### config.mk
export PLATFORM = sky130hd
export DESIGN_NAME = fifo_rd_packer
export DESIGN_NICKNAME = d
export VERILOG_FILES = /design/src/rtl/fifo_rd_packer.sv
export SDC_FILE = /design/constraint.sdc
export NUM_CORES = 1
export LEC_CHECK = 0
export BUFFER_PORTS_ARGS = -buffer_cell sky130_fd_sc_hd__buf_2
export CAP_MARGIN = 20
export CORE_UTILIZATION = 40
export CTS_BUF_LIST = sky130_fd_sc_hd__clkbuf_4 sky130_fd_sc_hd__clkbuf_8
export DETAILED_ROUTE_END_ITERATION = 16
export GPL_TIMING_DRIVEN = 0
export HOLD_SLACK_MARGIN = 0.12
export PLACE_DENSITY_LB_ADDON = 0.2
export SLEW_MARGIN = 5
export SYNTH_ARGS = -nofsm -noshare
export SYNTH_HDL_FRONTEND = slang
export SYNTH_SLANG_ARGS = --single-unit
### constraint.sdc
create_clock -name rclk -period 3.75 [get_ports rclk]
set_input_delay 0.375 -clock rclk [delete_from_list [all_inputs] [get_ports rclk]]
set_output_delay 0.375 -clock rclk [all_outputs]
set_load 0.01 [all_outputs]
### src/rtl/fifo_rd_packer.sv
// Read-side FIFO consumer: pops first-word-fall-through words and packs `pack` of them into
// one wide valid/ready beat. A flush emits a partially filled beat with per-lane keep flags.
module fifo_rd_packer #(
  parameter int unsigned datawidth = 8,
  parameter int unsigned pack      = 4
) (
  input  logic                        rclk,
  input  logic                        rrst,
  input  logic                        rempty,
  input  logic [datawidth-1:0]        rdata,
  output logic                        rinc,
  input  logic                        flush,
  output logic                        flush_done,
  output logic [datawidth*pack-1:0]   out_data,
  output logic [pack-1:0]             out_keep,
  output logic                        out_last,
  output logic                        out_valid,
  input  logic                        out_ready,
  output logic [15:0]                 pop_count
);

  localparam int unsigned CntW = $clog2(pack + 1);

  typedef logic [pack-1:0][datawidth-1:0] lanes_t;

  lanes_t            acc_q, acc_d;
  lanes_t            out_data_q, out_data_d;
  logic [pack-1:0]   out_keep_q, out_keep_d;
  logic              out_last_q, out_last_d;
  logic              out_valid_q, out_valid_d;
  logic [CntW-1:0]   cnt_q, cnt_d;
  logic              flush_pend_q, flush_pend_d;
  logic              flush_done_q, flush_done_d;
  logic [15:0]       pop_count_q, pop_count_d;

  logic              out_free;
  logic [CntW-1:0]   cnt_pop;
  logic [pack-1:0]   part_keep;

  // Pop strobe: only when a word is available, no flush is pending and a lane is free.
  always_comb begin
    out_free = ~out_valid_q | out_ready;
    rinc     = ~rrst & ~rempty & ~flush_pend_q & (cnt_q < CntW'(pack));
  end

  // Next-state: lane write, beat completion, flush drain and handshake bookkeeping.
  always_comb begin
    acc_d        = acc_q;
    out_data_d   = out_data_q;
    out_keep_d   = out_keep_q;
    out_last_d   = out_last_q;
    out_valid_d  = out_valid_q;
    flush_done_d = 1'b0;
    // A flush arriving while one is already pending has no extra effect.
    flush_pend_d = flush_pend_q | flush;
    pop_count_d  = pop_count_q + 16'(rinc);
    cnt_pop      = cnt_q + CntW'(rinc);
    cnt_d        = cnt_pop;

    for (int unsigned i = 0; i < pack; i++) begin
      if (rinc && (cnt_q == CntW'(i))) begin
        acc_d[i] = rdata;
      end
      part_keep[i] = (CntW'(i) < cnt_q);
    end

    if (out_valid_q && out_ready) begin
      out_valid_d = 1'b0;
    end

    if (flush_pend_q && out_free) begin
      // No pop can happen here (rinc is held off by flush_pend), so acc_q is complete.
      flush_pend_d = 1'b0;
      flush_done_d = 1'b1;
      if (cnt_q != '0) begin
        for (int unsigned i = 0; i < pack; i++) begin
          out_data_d[i] = part_keep[i] ? acc_q[i] : '0;
        end
        out_keep_d  = part_keep;
        out_last_d  = 1'b1;
        out_valid_d = 1'b1;
        cnt_d       = '0;
      end
    end else if ((cnt_pop == CntW'(pack)) && out_free) begin
      out_data_d  = acc_d;
      out_keep_d  = '1;
      out_last_d  = 1'b0;
      out_valid_d = 1'b1;
      cnt_d       = '0;
    end
  end

  // State register with synchronous active-high reset.
  always_ff @(posedge rclk) begin
    if (rrst) begin
      acc_q        <= '0;
      out_data_q   <= '0;
      out_keep_q   <= '0;
      out_last_q   <= 1'b0;
      out_valid_q  <= 1'b0;
      cnt_q        <= '0;
      flush_pend_q <= 1'b0;
      flush_done_q <= 1'b0;
      pop_count_q  <= '0;
    end else begin
      acc_q        <= acc_d;
      out_data_q   <= out_data_d;
      out_keep_q   <= out_keep_d;
      out_last_q   <= out_last_d;
      out_valid_q  <= out_valid_d;
      cnt_q        <= cnt_d;
      flush_pend_q <= flush_pend_d;
      flush_done_q <= flush_done_d;
      pop_count_q  <= pop_count_d;
    end
  end

  assign out_data   = out_data_q;
  assign out_keep   = out_keep_q;
  assign out_last   = out_last_q;
  assign out_valid  = out_valid_q;
  assign flush_done = flush_done_q;
  assign pop_count  = pop_count_q;

endmodule

==> flow_summary.toml <==
[status]
status = "complete, no violations"

[global_route]
antenna_found_initial = 0
grt_max_degree = 14
grtUsageTotal_pct = 22.3
grt_first_pass_wirelength_um = 17100
grt_pass1_vias = 3202
grt_overflow = 0

[setup_path]
max_stage_delay_ps = 510
cpMostUsedCell = "buf_2"
critPathLaunchType = "flop"
worstPathMaxFanout = 11
path_cells = "nor4_2 > buf_2 > buf_2 > and2_1 > ha_1 > xnor2_1 > or4_1 > buf_2 > o21ai_4 > buf_2 > a211oi_1"
required_ps = 3970
end_kind = "flop"
criticalPathCategory = "reg -> reg"
arrival_ps = 3650
cp_slowest_cell = "or4_1"

[clock_network]
ctsHoldBuffers = 0
cts_resized = 0
htreeDepth = 3
cts_buffers = 9
cts_tree = "done"
cts.sinks = 91
path_clk_slew_ps = 90
post_cts_buffers = 0
cts_buffer_depth = 2
insertion_delay_ps = 360
clockRootBuffer = "clkbuf_8"

[place]
portBuffers = 68
gp_routability_congestion = 0.877
dpl_cell_area_mm2 = 0.00440
dp_hpwl_um = 7600

[logic_synthesis]
synthAdderAreaFrac_pct = 0.963
yosys_most_used_dff = "dfxtp_1"
synth_top_family_by_area = "compound AO/OA/AOI/OAI gates"
postSynth.asyncResetShare_pct = 0
synthSimpleGateAreaFrac_pct = 15.5
syn_nets = 426
yosys_warnings = 0
synth_edf_count = 0
yosysUniqueCellTypes = 42
synth_area_mm2 = 0.00390
ys_ff_latch = 91
syn-instance-count = 410
synth-xor-area-share_pct = 2.92
synth.area.mux_share_pct = 6.01
synth-compound-area-share_pct = 23.5
ys_seq_area_share_pct = 46.8
avgSynthCellArea_um2 = 9.50

[sta]
fin_worst_skew_ps = 10.3
rsz0062_at_grt = "no"
finalCritPeriodShare_pct = 91.5
slew_viol_final = 0
setup_viol = 0
min_period_ps = 3430
timing.fmax_ghz = 0.292
tns_ps = 0
worst_pin_slew_ps = 979
hold_viol = 0
relSlewSlack_pct = 34.3

[finish]
final_area_mm2 = 0.00459
drive_gt1_share_pct = 21.7
area_delta_synth_final_pct = 17.7
n_antenna_cell = 0
fillCellCount = 934
final_core_util_pct = 49.2
fin_nets = 505

[die]
die_width_um = 101
row_count = 35
die_h_um = 101
pin_count = 69
start_util_pct = 41.8
core_area_mm2 = 0.00933
die-area_mm2 = 0.0101

[drt]
via_per_inst = 5.60
post-route-drc-count = 0
drt_iter0_drc = 201
antenna_left = 0
drtPass1Iterations = 4
wl_per_cell_um = 17.5
wl_um = 10900
routed-via-count = 3485

[power_and_ir_drop]
power_density_mw_per_mm2 = 390
p_leak_nw = 1.82
total_power_mw = 1.79
ir_worst_vdd_uv = 167

[min_path]
hp-class = "in -> reg"

[run]
cap_violations = 0
## state kept, by name, summed over array words and instances (netlist names)
signal        cells
flush_done        1
out_data         32
pop_count        16
out_last          1
flush_pend_q      1
out_valid         1
out_keep          4
acc_q            32
cnt_q             3
## cell type report
type | count | area, µm² | area share (%)
Buffer | 34 | 145 | 3.16
Timing Repair Buffer | 68 | 340 | 7.42
Inverter | 6 | 22.5 | 0.491
Tap cell | 129 | 161 | 3.52
Multi-Input combinational cell | 279 | 1910 | 41.7
Sequential cell | 91 | 1820 | 39.7
Clock buffer | 13 | 173 | 3.76
Clock inverter | 2 | 10.0 | 0.218
## metal layers
metal  routed length [µm]  global-route usage [%]  part of all wire (%)
met1                 5040                    31.6                    46
met2                 4960                    34.3                    46
met3                  719                    3.95                   6.6
met4                  143                    7.58                   1.3
met5                    0                       0                     0
## metrics by stage
step	setup slack, ps	instances	hold WS, ps
finish	320	622	211
global route	149	622	202
CTS	351	622	207
detailed placement	249	607	450
global placement	272	607	443
floorplan	919	410	432
## cells in the mapped netlist (3+ instances only)
library cell  number  area (µm²)
nand3_1           14        70.1
o2111a_1           8        90.1
a22oi_1            8        60.1
nor4b_1            8        70.1
dfxtp_1           91        1820
nor2_1            34         128
o21ai_0            3        15.0
and2_1             5        31.3
a211oi_1          32         240
nand4_1            3        18.8
a31o_2             7        61.3
a31oi_1            6        37.5
xnor2_1            6        52.6
nand2_1           29         109
inv_1              6        22.5
a21boi_0           4        30.0
a21oi_1           15        75.1
and3_1             8        50.1
ha_1               3        37.5
mux2_2             3        33.8
o211ai_1          14         105
or3_1              3        18.8
a221oi_1          10        87.6
xor2_1             7        61.3
nor2b_1            7        43.8
clkbuf_1          22        82.6
o21a_1             7        52.6
buf_2              8        40.0
mux2i_1           20         200
## power by group
part / switching [mW] / internal [mW]
Combinational: 0.118 / 0.0491
Clock: 0.331 / 0.298
Sequential: 0.0102 / 0.984
## cells by family (layout without fill, tap and decap cells)
kind of cell / count (synthesis) / in the layout
and+or+nand+nor: 120 / 120
adders and majority gates: 3 / 3
xor gates and xnor gates: 13 / 13
muxes: 23 / 23
buffers and inverters: 40 / 123
AOI/OAI and AO/OA: 120 / 120
DFF: 91 / 91
## worst paths after layout
| kind | startpoint | end | slack [ps] | depth (start not counted) |
|---|---|---|---|---|
| max | cnt_q[2]$_SDFF_PP0_ | out_data[10]$_SDFFE_PP0P_ | 320 | 11 |
| min | flush | flush_pend_q$_SDFF_PP0_ | 210 | 2 |
| max reg2reg | cnt_q[2]$_SDFF_PP0_ | out_data[10]$_SDFFE_PP0P_ | 320 | 11 |
| min reg2reg | acc_q[25]$_SDFF_PP0_ | acc_q[25]$_SDFF_PP0_ | 460 | 2 |
## critical path: cells and delay by family (launching register included)
| family | cells | cell delay (ps) |
|---|---|---|
| compound gates | 2 | 420 |
| xor+xnor | 1 | 110 |
| buf+inv | 4 | 1110 |
| fa+ha+maj | 1 | 160 |
| flops | 1 | 400 |
| simple gates | 3 | 1090 |
## placed cells by master, fill, tap and decap left out, types with 2 or more instances in the layout
| cell | Yosys | final |
|---|---|---|
| and3_1 | 8 | 8 |
| a31o_1 | 2 | 2 |
| mux2i_1 | 20 | 20 |
| a21boi_0 | 4 | 4 |
| a22oi_1 | 8 | 8 |
| clkbuf_8 | 0 | 12 |
| dfxtp_1 | 91 | 91 |
| clkinv_2 | 0 | 2 |
| nor4_2 | 1 | 2 |
| nand4_1 | 3 | 3 |
| buf_2 | 8 | 76 |
| buf_1 | 2 | 2 |
| xor2_1 | 7 | 7 |
| xnor2_1 | 6 | 6 |
| a32oi_1 | 2 | 2 |
| nor2_1 | 34 | 34 |
| clkbuf_1 | 22 | 22 |
| a31oi_1 | 6 | 6 |
| mux2_2 | 3 | 3 |
| o211ai_1 | 14 | 14 |
| ha_1 | 3 | 3 |
| nor2b_1 | 7 | 7 |
| inv_1 | 6 | 6 |
| nand2_1 | 29 | 29 |
| buf_4 | 2 | 2 |
| a211oi_1 | 32 | 32 |
| a31o_2 | 7 | 7 |
| nor3_1 | 2 | 2 |
| and2_1 | 5 | 5 |
| a221oi_1 | 10 | 10 |
| a21oi_1 | 15 | 15 |
| o2111a_1 | 8 | 8 |
| o21a_1 | 7 | 7 |
| o21ai_0 | 3 | 3 |
| nor4b_1 | 8 | 8 |
| nand3_1 | 14 | 14 |
| or3_1 | 3 | 3 |
(Power assumes the default switching activity.)
